===== src/rtl/uart_tx_datapath.sv =====
// uart_tx_datapath: UART transmit datapath (shift register, bit counter,
// parity, line mux). It sits below the transmit control FSM and the TX FIFO.
//
// Ports:
//   clk, rst       - system clock, synchronous active-high reset
//   tx_tick        - one-cycle baud strobe
//   shift_load     - 1: shift on tx_tick, 0: hold/load
//   syn_clr        - 0: clear bit counter, 1: count on tx_tick
//   tx_done        - high throughout START; its rising edge loads a frame
//   tx_control     - line select: 00 start, 01 data, 10 parity, 11 idle/stop
//   tx_data        - TX FIFO head word
//   WLS            - word length select (DATA_W-3 .. DATA_W)
//   EPS            - 1 even parity, 0 odd parity
//   SP             - stick parity (only with UART_TX_STICK_PARITY_EN)
//   fifo_rd        - one-cycle FIFO pop, combinational from the load detect
//   data_done      - last data bit on the line, combinational from registers
//   tx_out         - registered serial line
//
// Optional feature macro: UART_TX_STICK_PARITY_EN adds the SP input.
module uart_tx_datapath #(
    parameter int unsigned DATA_W = 8
) (
    input  logic              clk,
    input  logic              rst,
    input  logic              tx_tick,
    input  logic              shift_load,
    input  logic              syn_clr,
    input  logic              tx_done,
    input  logic [1:0]        tx_control,
    input  logic [DATA_W-1:0] tx_data,
    input  logic [1:0]        WLS,
    input  logic              EPS,
`ifdef UART_TX_STICK_PARITY_EN
    input  logic              SP,
`endif
    output logic              fifo_rd,
    output logic              data_done,
    output logic              tx_out
);

    localparam int unsigned CNT_W = $clog2(DATA_W);
    localparam int unsigned LEN_W = $clog2(DATA_W + 1);
    localparam logic [CNT_W-1:0] CNT_MAX = CNT_W'(DATA_W - 1);

    typedef enum logic [1:0] {
        LINE_START = 2'b00,
        LINE_DATA  = 2'b01,
        LINE_PAR   = 2'b10,
        LINE_IDLE  = 2'b11
    } line_sel_e;

    logic [DATA_W-1:0] shift_reg_q, shift_reg_d;
    logic [CNT_W-1:0]  cnt_q, cnt_d;
    logic [1:0]        wl_q, wl_d;
    logic              par_q, par_d;
    logic              tx_done_prev_q, tx_done_prev_d;   // previous-cycle tx_done
    logic              tx_out_q, tx_out_d;

    logic              load_c;
    logic [LEN_W-1:0]  wls_len_c;
    logic [DATA_W-1:0] masked_c;
    logic              par_calc_c;

    // Word length in bits for a given select code.
    function automatic logic [LEN_W-1:0] word_len(input logic [1:0] wl);
        return LEN_W'(DATA_W - 3) + LEN_W'(wl);
    endfunction

    // Next-state logic for all datapath registers plus the two strobes.
    always_comb begin
        shift_reg_d    = shift_reg_q;
        cnt_d          = cnt_q;
        wl_d           = wl_q;
        par_d          = par_q;
        tx_done_prev_d = tx_done;
        tx_out_d       = 1'b1;
        masked_c       = '0;

        load_c    = tx_done & ~tx_done_prev_q;
        wls_len_c = word_len(WLS);

        // Clear bits at or above the selected word length.
        for (int i = 0; i < int'(DATA_W); i++) begin
            masked_c[i] = tx_data[i] & (LEN_W'(i) < wls_len_c);
        end

        par_calc_c = EPS ? (^masked_c) : (~^masked_c);
`ifdef UART_TX_STICK_PARITY_EN
        if (SP) begin
            par_calc_c = ~EPS;
        end
`endif

        // Load has priority over a shift should both ever be requested.
        if (load_c) begin
            shift_reg_d = masked_c;
            wl_d        = WLS;
            par_d       = par_calc_c;
        end else if (shift_load && tx_tick) begin
            shift_reg_d = {1'b0, shift_reg_q[DATA_W-1:1]};
        end

        if (!syn_clr) begin
            cnt_d = '0;
        end else if (tx_tick && (cnt_q != CNT_MAX)) begin
            cnt_d = cnt_q + CNT_W'(1);
        end

        case (line_sel_e'(tx_control))
            LINE_START: tx_out_d = 1'b0;
            LINE_DATA:  tx_out_d = shift_reg_q[0];
            LINE_PAR:   tx_out_d = par_q;
            default:    tx_out_d = 1'b1;
        endcase

        // Suppressed while in reset so a held tx_done pops nothing.
        fifo_rd   = load_c & ~rst;
        data_done = syn_clr & (LEN_W'(cnt_q) == (word_len(wl_q) - LEN_W'(1)));
    end

    // Datapath registers.
    always_ff @(posedge clk) begin
        if (rst) begin
            shift_reg_q    <= '0;
            cnt_q          <= '0;
            wl_q           <= 2'b11;
            par_q          <= 1'b0;
            tx_done_prev_q <= 1'b0;
            tx_out_q       <= 1'b1;
        end else begin
            shift_reg_q    <= shift_reg_d;
            cnt_q          <= cnt_d;
            wl_q           <= wl_d;
            par_q          <= par_d;
            tx_done_prev_q <= tx_done_prev_d;
            tx_out_q       <= tx_out_d;
        end
    end

    assign tx_out = tx_out_q;

endmodule


===== config.mk =====
export PLATFORM = sky130hd
export DESIGN_NAME = uart_tx_datapath
export DESIGN_NICKNAME = d
export VERILOG_FILES = /design/src/rtl/uart_tx_datapath.sv
export SDC_FILE = /design/constraint.sdc
export NUM_CORES = 1
export LEC_CHECK = 0
export BUFFER_PORTS_ARGS = -buffer_cell sky130_fd_sc_hd__buf_2
export CORE_MARGIN = 2
export CORE_UTILIZATION = 40
export CTS_BUF_LIST = sky130_fd_sc_hd__clkbuf_16
export DETAILED_ROUTE_END_ITERATION = 8
export GPL_TIMING_DRIVEN = 1
export SETUP_SLACK_MARGIN = 0.2
export SLEW_MARGIN = 10
export SYNTH_ARGS = -nofsm -noshare
export SYNTH_HDL_FRONTEND = slang
export SYNTH_SLANG_ARGS = --single-unit

===== constraint.sdc =====
create_clock -name clk -period 2.16 [get_ports clk]
set_input_delay 0.432 -clock clk [delete_from_list [all_inputs] [get_ports clk]]
set_output_delay 0.432 -clock clk [all_outputs]
set_load 0.005 [all_outputs]

After elaboration in Yosys (flattened, before gate mapping) --
Index checks and enable logic that the tools add are counted.
Word-level totals: bits in registers 16, input port bits 19, logic and storage cells 47
Operators by class: add/sub/neg operators 4, order comparisons 8, equal/unequal tests 4, multiplexer cells 4, bitwise operators 14, reduce and logical (&&, ||, !) cells 7
Operators with widths (count):
- 3-bit by 4-bit < comparator with 1-bit output (first input constant) | 4
- 8-bit 2-to-1 mux | 2
- 1-bit AND | 11
- 3-bit by 2-bit adder with 4-bit output (first input constant) | 2
- 1-bit by 4-bit < comparator with 1-bit output (first input constant) | 2
- 2-bit by 4-bit < comparator with 1-bit output (first input constant) | 2
- 8-bit XNOR reduction | 1
- 8-bit parity | 1
- 3-bit by 4-bit equality test with 1-bit output | 1
- 4-bit by 1-bit subtractor with 4-bit output (second input constant) | 1
- 3-bit by 1-bit adder with 3-bit output (second input constant) | 1
- 3-bit != test (second input constant) | 1
- 1-bit NOT | 3
- 1-bit case mux with 3 select lines | 1
- 2-bit by 1-bit equality test with 1-bit output (second input constant) | 1
- 2-bit equality test (second input constant) | 1
- 1-bit logical AND | 2
- 2-bit logical NOT | 1
- 2-bit nonzero test | 1
- 2-bit OR reduction | 1
- 1-bit 2-to-1 mux | 1

Logic depth before layout (Yosys ltp) --
Gate-level depths: netlist (run 1).
depth in word-level cells 5, mapped depth 5, mapped depth without buffers 5

Least setup slack after synthesis (run 1) --
OpenSTA, ideal clock, no wires.
path kind input port to flip-flop, from input port tx_data[3], to register par_q, setup time 129 ps, arrival time 1241 ps, required time 2031 ps, slack 790 ps, cell stages on the path 5, cells stage by stage xor2_1 -> xnor2_1 -> xnor3_1 -> nand2_1 -> a21oi_2
Between the ends: word-level cells in the longest chain between the ends 3, elaborated cells on any way between the ends 4, classes of those cells mux (1); bitwise (1); reduce/logical (2)
RTL lines:
- from (decl) | RTL line 30 | input logic [DATA_W-1:0] tx_data,
- 1-bit AND (*) | RTL line 84 | masked_c[i] = tx_data[i] & (LEN_W'(i) < wls_len_c);
- 8-bit XNOR reduction or 8-bit parity (tied branches) | RTL line 87 | par_calc_c = EPS ? (^masked_c) : (~^masked_c);
- 1-bit 2-to-1 mux (*) | RTL line 87
- to (signal assigned) | RTL line 134 | par_q <= par_d;
- to (decl) | RTL line 55 | logic par_q, par_d;
Mark *: on every way between the ends. The rest lies on a longest branch, timed or not. A chain may end at the register's enable or synchronous reset.

Worst setup path after layout (run 1) --
from register cnt_q[1], to output port data_done
Between the ends: word-level cells in the longest chain between the ends 2
RTL lines:
- from (decl) | RTL line 53 | logic [CNT_W-1:0] cnt_q, cnt_d;
- from (signal assigned) | RTL line 132 | cnt_q <= cnt_d;
- 3-bit by 4-bit equality test with 1-bit output | RTL line 118 | data_done = syn_clr & (LEN_W'(cnt_q) == (word_len(wl_q) - LEN_W'(1)));
- 1-bit AND | RTL line 118
- to (decl) | RTL line 37 | output logic data_done,
No other way between the ends.

==> results of run 1 <==
==> worst reg2reg max path, cell delays in order, from the launching register on <==
cell and delay, ns:
dfxtp_1 0.34, ha_1 0.21, ha_1 0.17, nor2b_1 0.29, mux2i_1 0.23, nor2_1 0.05
==> synthesized netlist by cell type, drive strengths merged <==
cell,instances
nand2,20
dfxtp,16
nor2,11
a21oi,5
a311oi,5
xnor2,5
xor2,3
a211oi,2
clkbuf,2
ha,2
mux2i,2
nand2b,2
nand3,2
nor2b,2
o21ai,2
a21boi,1
a31oi,1
and2b,1
and3,1
and3b,1
buf,1
nand3b,1
nand4,1
nor3,1
o21bai,1
xnor3,1
==> cells by family (layout without fill, tap and decap cells) <==
logic type      Yosys count  count (layout)  synth area share [%]
simple gates             43              43                  24.2
compound gates           17              17                  14.9
flops                    16              16                  40.2
xor+xnor                  9               9                  11.6
buf+inv                   3              25                  3.45
fa+ha+maj                 2               2                  3.14
mux                       2               2                  2.51
==> state kept, by name, summed over array words and instances, names as in the netlist <==
| signal | count |
|---|---|
| wl_q | 2 |
| shift_reg_q | 8 |
| tx_out | 1 |
| cnt_q | 3 |
| tx_done_prev_q | 1 |
| par_q | 1 |
==> power by group through the flow <==
stage	Sequential (W)	Clock [W]	Combinational [W]
global route	0.000330	0.000374	0.000135
global placement	0.000333	0	0.000118
detailed placement	0.000333	0	0.000120
CTS	0.000328	0.000354	0.000121
floorplan	0.000331	0	0.0000871
finish	0.000328	0.000347	0.000119
==> metal layers <==
| layer | track usage [%] | vias up | part of all wire [%] |
|---|---|---|---|
| met5 | 0 | - | 0 |
| met4 | 7.14 | 0 | 2.7 |
| met3 | 6.17 | 6 | 5.3 |
| met2 | 24.7 | 16 | 47 |
| met1 | 17.7 | 316 | 45 |
| li1 | - | 363 | - |
==> final timing paths <==
check,start,endpoint
worst min register to register,shift_reg_q[1],shift_reg_q[0]
worst max-delay path,cnt_q[1],data_done
worst min-delay path,tx_done,tx_done_prev_q
worst max register to register,cnt_q[0],cnt_q[2]
==> layout make-up <==
| class | instances | area (sq um) | share of cell area, % |
|---|---|---|---|
| Multi-Input combinational cell | 73 | 449 | 45.3 |
| Sequential cell | 16 | 320 | 32.3 |
| Timing Repair Buffer | 22 | 113 | 11.4 |
| Clock buffer | 3 | 75.1 | 7.58 |
| Tap cell | 27 | 33.8 | 3.41 |
==> per-stage QoR <==
| stage | instances | total power [W] | setup slack (ns) |
|---|---|---|---|
| final | 141 | 0.000794 | 0.690 |
| after global routing | 141 | 0.000839 | 0.577 |
| after CTS | 141 | 0.000803 | 0.676 |
| after detailed placement | 138 | 0.000454 | 0.620 |
| after global placement | 138 | 0.000451 | 0.616 |
| after floorplan | 92 | 0.000418 | 0.790 |
==> out/metrics.yaml, run 1 <==
status:
  status: "complete, no violations"
power:
  combinationalPowerShare_pct: 15.0
  pwr-share-seq_pct: 41.3
  leakage_nw: 0.438
  vdd_drop_max_v: 0.000787
  p_sw_w: 0.000173
  clkPwrFrac_pct: 43.7
  intPower_w: 0.000621
  swShare_pct: 21.7
  pwr_density_cell_mw_per_mm2: 801
sta:
  rsz0062_at_grt: "false"
  holdWs_ns: 0.428
  finalCriticalPeriod_ns: 1.47
  tightest_slew_ns: 0.403
  finalSetupTns_ns: 0
  fin_crit_sh_pct: 68.1
  finalMaxSlewViolations: 0
  relSlewSlack_pct: 73.2
  setup_viol: 0
  clock-skew-final_ns: 0.000752
  fmax_mhz: 680
  hold_viol: 0
setup_path:
  cp_slowest_cell: "dfxtp_1"
  crit_buf_inv: 1
  arrival_ns: 1.04
  cp.depth: 3
  reg2reg_slack_ns: 0.77
  path_class: "flip-flop to primary output"
  required_ns: 1.73
  critical_path.max_stage_delay_ns: 0.33
  cp_cell_sequence: "xor2_1 > nor3_1 > buf_2"
  worstPathMaxFanout: 3
  critPathTopFamily: "flip-flops"
  critPathCaptureType: "primary output"
  critPathLaunchType: "flip-flop"
  reg2reg_depth: 5
yosys:
  synth_largest_area_cell: "dfxtp_1"
  netlist_instances: 92
  ys_warn_count: 0
  netlist_area_sq_um: 797
  avgSynthCellArea_sq_um: 8.66
  yosysSeqAreaShare_pct: 40.2
  synth_top_area_share_pct: 40.2
  synth_cell_type_count: 28
  syn-num-nets: 113
  synth.area.top_cells: "dfxtp_1, nand2_1, a311oi_1, xnor2_1, nor2_1"
  ys_seq_elements: 16
final_layout:
  final_layout_size_suffix_gt1_share_pct: 22.8
  final_cell_mix: "buf_2, nand2_1, dfxtp_1"
  num_antenna_cells: 0
  synthToLayoutAreaGrowth_pct: 24.3
  final_area_sq_um: 991
  fill_cells: 207
  utilization_pct: 51.6
  nNetsFinal: 137
  final_common_cell: "buf_2"
placed_design:
  dpl.hpwl_mm: 1.21
  io_buffers: 21
  place_area_sq_um: 916
  gp_congestion: 0.806
drt:
  finalWirelength_mm: 1.54
  routedWlPerCell_um: 10.9
  drt_iter0_markers: 12
  drtPass1Iterations: 4
  vias: 701
  drc: 0
  ant_nets: 0
  routed_via_density: 4.97
die:
  die_w_um: 48.6
  ioPinCount: 22
  initial_utilization_pct: 41.5
  num_rows: 16
  coreArea_sq_mm: 0.00192
  die_h_um: 48.6
  fp.dieArea_sq_mm: 0.00237
run:
  drv_cap: 0
clock_tree:
  cts_tree: "built"
  cts_setup_buffers: 0
  clock_sinks: 16
  cts.path.max_buffers: 2
  root_buffer: "clkbuf_16"
  cts_resized: 0
  cts_max_level: 1
  cts_buffers: 3
  clk_pin_slew_ns: 0.05
  clk_latency_ns: 0.24
  ctsHoldBuffers: 0
global_route:
  track_usage_pct: 15.3
  grt_pass1_wl_mm: 2.78
  antenna_found_initial: 0
  grt_overflow: 0
  grt_pass1_vias: 679
  grt_max_degree: 16
min_path:
  worstHoldPathCells: 2
  hp-class: "input port to flip-flop"
No activity file was read; power rests on OpenSTA's default activity.
==> run 2: changes to the inputs <==
PLACE_DENSITY = 0.66   (was not set)
clock period = 1.35 ns   (was 2.16 ns; I/O delays follow)
==> out/metrics.yaml, run 2 (synthesized netlist as in run 1, its figures left out) <==
final_layout:
  final_layout_size_suffix_gt1_share_pct: 35.3  # +12 points
  num_antenna_cells: 0  # unchanged
  nNetsFinal: 141  # +2.9%
  largest_reg_flops: 8  # unchanged
  final_cell_mix: "buf_2, nand2_1, dfxtp_1"
  largest_register: "shift_reg_q"
  largestRegisters: "shift_reg_q (8), cnt_q (3), wl_q (2)"
  synthToLayoutAreaGrowth_pct: 35.5
  fill_cells: 189  # -8.7%
  final_common_cell: "buf_2"
clock_tree:
  ctsHoldBuffers: 0  # unchanged
  cts.path.max_buffers: 2  # unchanged
  cts_buffers: 3  # unchanged
  clock_sinks: 16  # unchanged
  clk_pin_slew_ns: 0.05  # about the same
  cts_max_level: 1  # unchanged
  cts_tree: "built"
  clk_latency_ns: 0.25  # about the same
  root_buffer: "clkbuf_16"
power:
  clkPwrFrac_pct: 44.1  # +0.4 points
  swShare_pct: 23.4  # +1.7 points
  finalPower_w: 0.00132  # +66%
  pwr-share-seq_pct: 39.7  # -1.6 points
  intPower_w: 0.00101  # +63%
  vdd_drop_max_v: 0.000680  # -14%
  p_sw_w: 0.000309  # +79%
  pwr_density_cell_mw_per_mm2: 1220  # +53%
  leakage_nw: 0.466  # +6.4%
  combinationalPowerShare_pct: 16.1  # +1.1 points
sta:
  setup_viol: 0  # unchanged
  finalSetupTns_ns: 0  # unchanged
  rsz0062_at_grt: "true"
  fmax_mhz: 774
  fin_crit_sh_pct: 95.8
  hold_viol: 0  # unchanged
  finalCriticalPeriod_ns: 1.29
  tightest_slew_ns: 0.248  # -0.154 ns
  clock-skew-final_ns: 0.00297  # +0.00222 ns
  finalMaxSlewViolations: 0  # unchanged
  relSlewSlack_pct: 83.3  # +10 points
setup_path:
  critical_path.max_stage_delay_ns: 0.33  # about the same
  cp_slowest_cell: "dfxtp_2"
  crit_buf_inv: 1  # unchanged
  critPathCaptureType: "primary output"
  cp_cell_sequence: "xor2_1 > nor3_1 > buf_2"
  critPathLaunchType: "flip-flop"
  required_ns: 1.08  # -0.65 ns
  worstPathMaxFanout: 3  # unchanged
  path_class: "flip-flop to primary output"
  critPathTopFamily: "flip-flops"
  arrival_ns: 1.02  # -0.02 ns
run:
  drv_cap: 0  # unchanged
die:
  num_rows: 16  # unchanged
  die_w_um: 48.6  # unchanged
  ioPinCount: 22  # unchanged
  initial_utilization_pct: 41.5  # unchanged
  die_h_um: 48.6  # unchanged
  coreArea_sq_mm: 0.00192  # unchanged
  fp.dieArea_sq_mm: 0.00237  # unchanged
global_route:
  grt_overflow: 0  # unchanged
  met1_usage_pct: 21.0  # +3.3 points
  grt_max_degree: 14  # -2
  gr-usage-met2_pct: 24.2  # -0.46 points
  track_usage_pct: 16.1  # +0.80 points
  grt_pass1_vias: 704  # +3.7%
  top_usage_layer: "met2"
  use_met3_pct: 4.32  # -1.9 points
  grt_pass1_wl_mm: 2.96  # +6.5%
  antenna_found_initial: 0  # unchanged
status:
  status: "complete, no violations"
placed_design:
  dpl.hpwl_mm: 1.30  # +7.0%
  io_buffers: 21  # unchanged
  gp_congestion: 0.747  # -7.3%
drt:
  ant_nets: 0  # unchanged
  vias: 734  # +4.7%
  drtPass1Iterations: 4  # unchanged
  finalWirelength_mm: 1.71  # +11%
  drt_iter0_markers: 10  # -2
  routedWlPerCell_um: 11.7  # +6.9%
  routed_via_density: 5.03  # +1.1%
  drc: 0  # unchanged
min_path:
  hp-class: "input port to flip-flop"
==> run 2: cell count changes in the layout (fill, tap and decap cells not counted), sizes merged <==
cell    change
buf         +4
clkinv      +1
==> run 2: through the flow <==
step           hold WS, ns  instances  utilization (%)  instance area [sq um]  setup slack (ns)
2_1_floorplan        0.342         92                -                    815             0.188
3_3_place_gp         0.456        141             49.7                    956            0.0245
3_5_place_dp         0.463        141             49.7                    956           0.00840
4_1_cts              0.281        145             55.0                   1060            0.0463
5_1_grt              0.305        146             56.2                   1080           -0.0147
6_report             0.283        146             56.2                   1080            0.0574
==> run 2: what timing repair did <==
| item | CTS | global route |
|---|---|---|
| setup endpoints to repair | 10 | 10 |
| gates resized for setup | 5 | 6 |
| pin swaps | 1 | 0 |
| buffers inserted | 0 | 1 |
| endpoints found under the hold margin | 0 | 0 |
==> run 2: worst min-delay path, cell delays in order <==
cell and delay [ns]:
buf_2 0.09, nor2_1 0.03, o21bai_1 0.11
==> run 2: cell type report <==
| type | instances | area [sq um] | area share (%) |
|---|---|---|---|
| clock buffer | 3 | 75.1 | 6.95 |
| tap | 27 | 33.8 | 3.13 |
| sequential | 16 | 325 | 30.1 |
| timing repair buffer | 26 | 146 | 13.6 |
| multi-input combinational | 73 | 495 | 45.9 |
| clock inverter | 1 | 3.75 | 0.348 |
==> run 2: power groups by stage <==
| stage | clock, W | combinational, W | sequential (W) |
|---|---|---|---|
| after global routing | 0.000613 | 0.000237 | 0.000528 |
| after detailed placement | 0 | 0.000199 | 0.000533 |
| after CTS | 0.000595 | 0.000204 | 0.000523 |
| after floorplan | 0 | 0.000136 | 0.000529 |
| after global placement | 0 | 0.000194 | 0.000532 |
| final | 0.000582 | 0.000213 | 0.000524 |
==> run 2: per-layer routing <==
layer | vias up | part of all wire, %
li1 | 371 | -
met1 | 331 | 49
met2 | 28 | 43
met3 | 4 | 6.5
met4 | 0 | 2.0
met5 | - | 0
==> run 2: worst paths after layout <==
check	startpoint	end	slack (ns)	depth (start not counted)
max reg2reg	cnt_q[0]	cnt_q[2]	0.14	5
min	tx_control[1]	tx_out	0.28	3
min reg2reg	shift_reg_q[7]	shift_reg_q[7]	0.48	2
max	cnt_q[1]	data_done	0.06	3
==> run 3: changes to the inputs <==
BUFFER_PORTS_ARGS = not set   (was -buffer_cell sky130_fd_sc_hd__buf_2)
DONT_BUFFER_PORTS = 1   (was not set)
PLACE_DENSITY = not set   (was 0.66)
==> out/metrics.yaml, run 3 (synthesized netlist as in run 1, its figures left out) <==
clock_tree:
  cts.path.max_buffers: 2  # unchanged
  clock_sinks: 16  # unchanged
  cts_buffers: 3  # unchanged
  clk_latency_ns: 0.25  # about the same
  clk_pin_slew_ns: 0.05  # about the same
  root_buffer: "clkbuf_16"
  cts_max_level: 1  # unchanged
  cts_tree: "built"
final_layout:
  num_antenna_cells: 0  # unchanged
  multi_input_area_sq_um: 536  # +8.1%
  final_cell_mix: "nand2_1, dfxtp_1, nor2_1"
  synthToLayoutAreaGrowth_pct: 27.5
  seqCellArea_sq_um: 327  # +0.38%
  largest_register: "shift_reg_q"
  final_common_cell: "nand2_1"
  largestRegisters: "shift_reg_q (8), cnt_q (3), wl_q (2)"
  largest_reg_flops: 8  # unchanged
  fill_cells: 200  # +5.8%
  nNetsFinal: 119  # -16%
  final_layout_size_suffix_gt1_share_pct: 24.7  # -11 points
status:
  status: "complete, no violations"
setup_path:
  critPathLaunchType: "flip-flop"
  cp_slowest_cell: "dfxtp_2"
  arrival_ns: 0.94  # -0.08 ns
  reg2reg_slack_ns: 0.17  # +0.03 ns
  worstPathMaxFanout: 3  # unchanged
  path_class: "flip-flop to primary output"
  critPathCaptureType: "primary output"
  required_ns: 1.08  # about the same
  critical_path.max_stage_delay_ns: 0.34  # about the same
  cp_cell_sequence: "xor2_1 > nor3_2"
placed_design:
  gp_congestion: 0.754  # +0.87%
  io_buffers: 0  # -100%
  dpl.hpwl_mm: 1.16  # -11%
power:
  combinationalPowerShare_pct: 13.8  # -2.3 points
  leakage_nw: 0.384  # -18%
  intPower_w: 0.000994  # -1.6%
  clkPwrFrac_pct: 45.0  # +0.9 points
  vdd_drop_max_v: 0.000612  # -10%
  pwr-share-seq_pct: 41.3  # +1.6 points
  swShare_pct: 22.0  # -1.4 points
  p_sw_w: 0.000280  # -9.3%
  pwr_density_cell_mw_per_mm2: 1250  # +2.7%
global_route:
  antenna_found_initial: 0  # unchanged
  track_usage_pct: 15.8  # -0.33 points
  grt_pass1_vias: 646  # -8.2%
  grt_overflow: 0  # unchanged
  grt_max_degree: 16  # +2
  grt_pass1_wl_mm: 2.86  # -3.3%
die:
  fp.dieArea_sq_mm: 0.00237  # unchanged
  die_h_um: 48.6  # unchanged
  initial_utilization_pct: 41.5  # unchanged
  num_rows: 16  # unchanged
  die_w_um: 48.6  # unchanged
  ioPinCount: 22  # unchanged
  coreArea_sq_mm: 0.00192  # unchanged
drt:
  routedWlPerCell_um: 13.3  # +14%
  drc: 0  # unchanged
  drt_iter0_markers: 10  # unchanged
  finalWirelength_mm: 1.65  # -3.5%
  routed_via_density: 5.27  # +4.9%
  vias: 654  # -11%
  drtPass1Iterations: 4  # unchanged
  ant_nets: 0  # unchanged
sta:
  holdWs_ns: 0.0794  # -0.203 ns
  fmax_mhz: 828  # +7.0%
  rsz0062_at_grt: "true"
  finalMaxSlewViolations: 0  # unchanged
  finalCriticalPeriod_ns: 1.21  # -0.0845 ns
  setup_viol: 0  # unchanged
  fin_crit_sh_pct: 89.5  # -6.3 points
  tightest_slew_ns: 0.221  # -0.0276 ns
  hold_viol: 0  # unchanged
  finalSetupTns_ns: 0  # unchanged
  relSlewSlack_pct: 85.2  # +1.9 points
  clock-skew-final_ns: 0.000566  # -0.00241 ns
run:
  drv_cap: 0  # unchanged
min_path:
  hp-class: "input port to flip-flop"
==> run 3: cell count changes in the layout (fill, tap and decap cells not counted), sizes merged <==
cell | previous run | this run
buf | 26 | 4
==> run 3: layer usage <==
layer	global-route usage, %	vias to the layer above	routed length, um
met2	25.3	16	819
met5	0	-	0
met1	18.3	306	687
met3	3.70	5	91
met4	11.4	0	48
li1	-	327	-
==> run 3: path summary, 6_finish.rpt <==
kind | from | endpoint | cells past startpoint
min | rst | par_q | 1
max reg2reg | cnt_q[0] | cnt_q[2] | 5
max | cnt_q[1] | data_done | 2
min reg2reg | shift_reg_q[7] | shift_reg_q[7] | 2
==> run 3: power groups by stage <==
| stage | sequential, W | combinational (W) | clock [W] |
|---|---|---|---|
| after floorplan | 0.000529 | 0.000136 | 0 |
| after global placement | 0.000533 | 0.000145 | 0 |
| after detailed placement | 0.000535 | 0.000147 | 0 |
| after CTS | 0.000525 | 0.000159 | 0.000588 |
| after global routing | 0.000528 | 0.000202 | 0.000606 |
| final | 0.000526 | 0.000175 | 0.000573 |
==> run 3: worst max-delay path: cells and delay by family (launching register included) <==
kind          cells  cell delay (ns)
xor+xnor          1             0.17
flops             1             0.34
simple gates      1             0.19
==> run 3: layout make-up <==
type                    count  area share, %
flip-flops and latches     16           32.1
repair buffers              4           4.06
well taps                  27           3.33
multi-input cells          73           52.7
clock buffers               3           7.39
clock inverters             1          0.369
==> run 3: per-stage QoR <==
| step | setup WS [ns] | area, sq um | total power, W | std cells | utilization (%) |
|---|---|---|---|---|---|
| 5_1_grt | 0.0836 | 1020 | 0.00134 | 124 | 52.9 |
| 3_5_place_dp | 0.146 | 836 | 0.000682 | 118 | 43.5 |
| 2_1_floorplan | 0.188 | 815 | 0.000665 | 92 | - |
| 3_3_place_gp | 0.162 | 836 | 0.000678 | 118 | 43.5 |
| 6_report | 0.142 | 1020 | 0.00127 | 124 | 52.9 |
| 4_1_cts | 0.142 | 961 | 0.00127 | 124 | 50.0 |
==> run 3: repair_timing <==
item | in CTS | in global routing
pin swaps | 1 | 3
endpoints found under the setup margin | 4 | 10
resized for setup | 7 | 11
hold buffers | 0 | 0
buffers inserted | 2 | 0
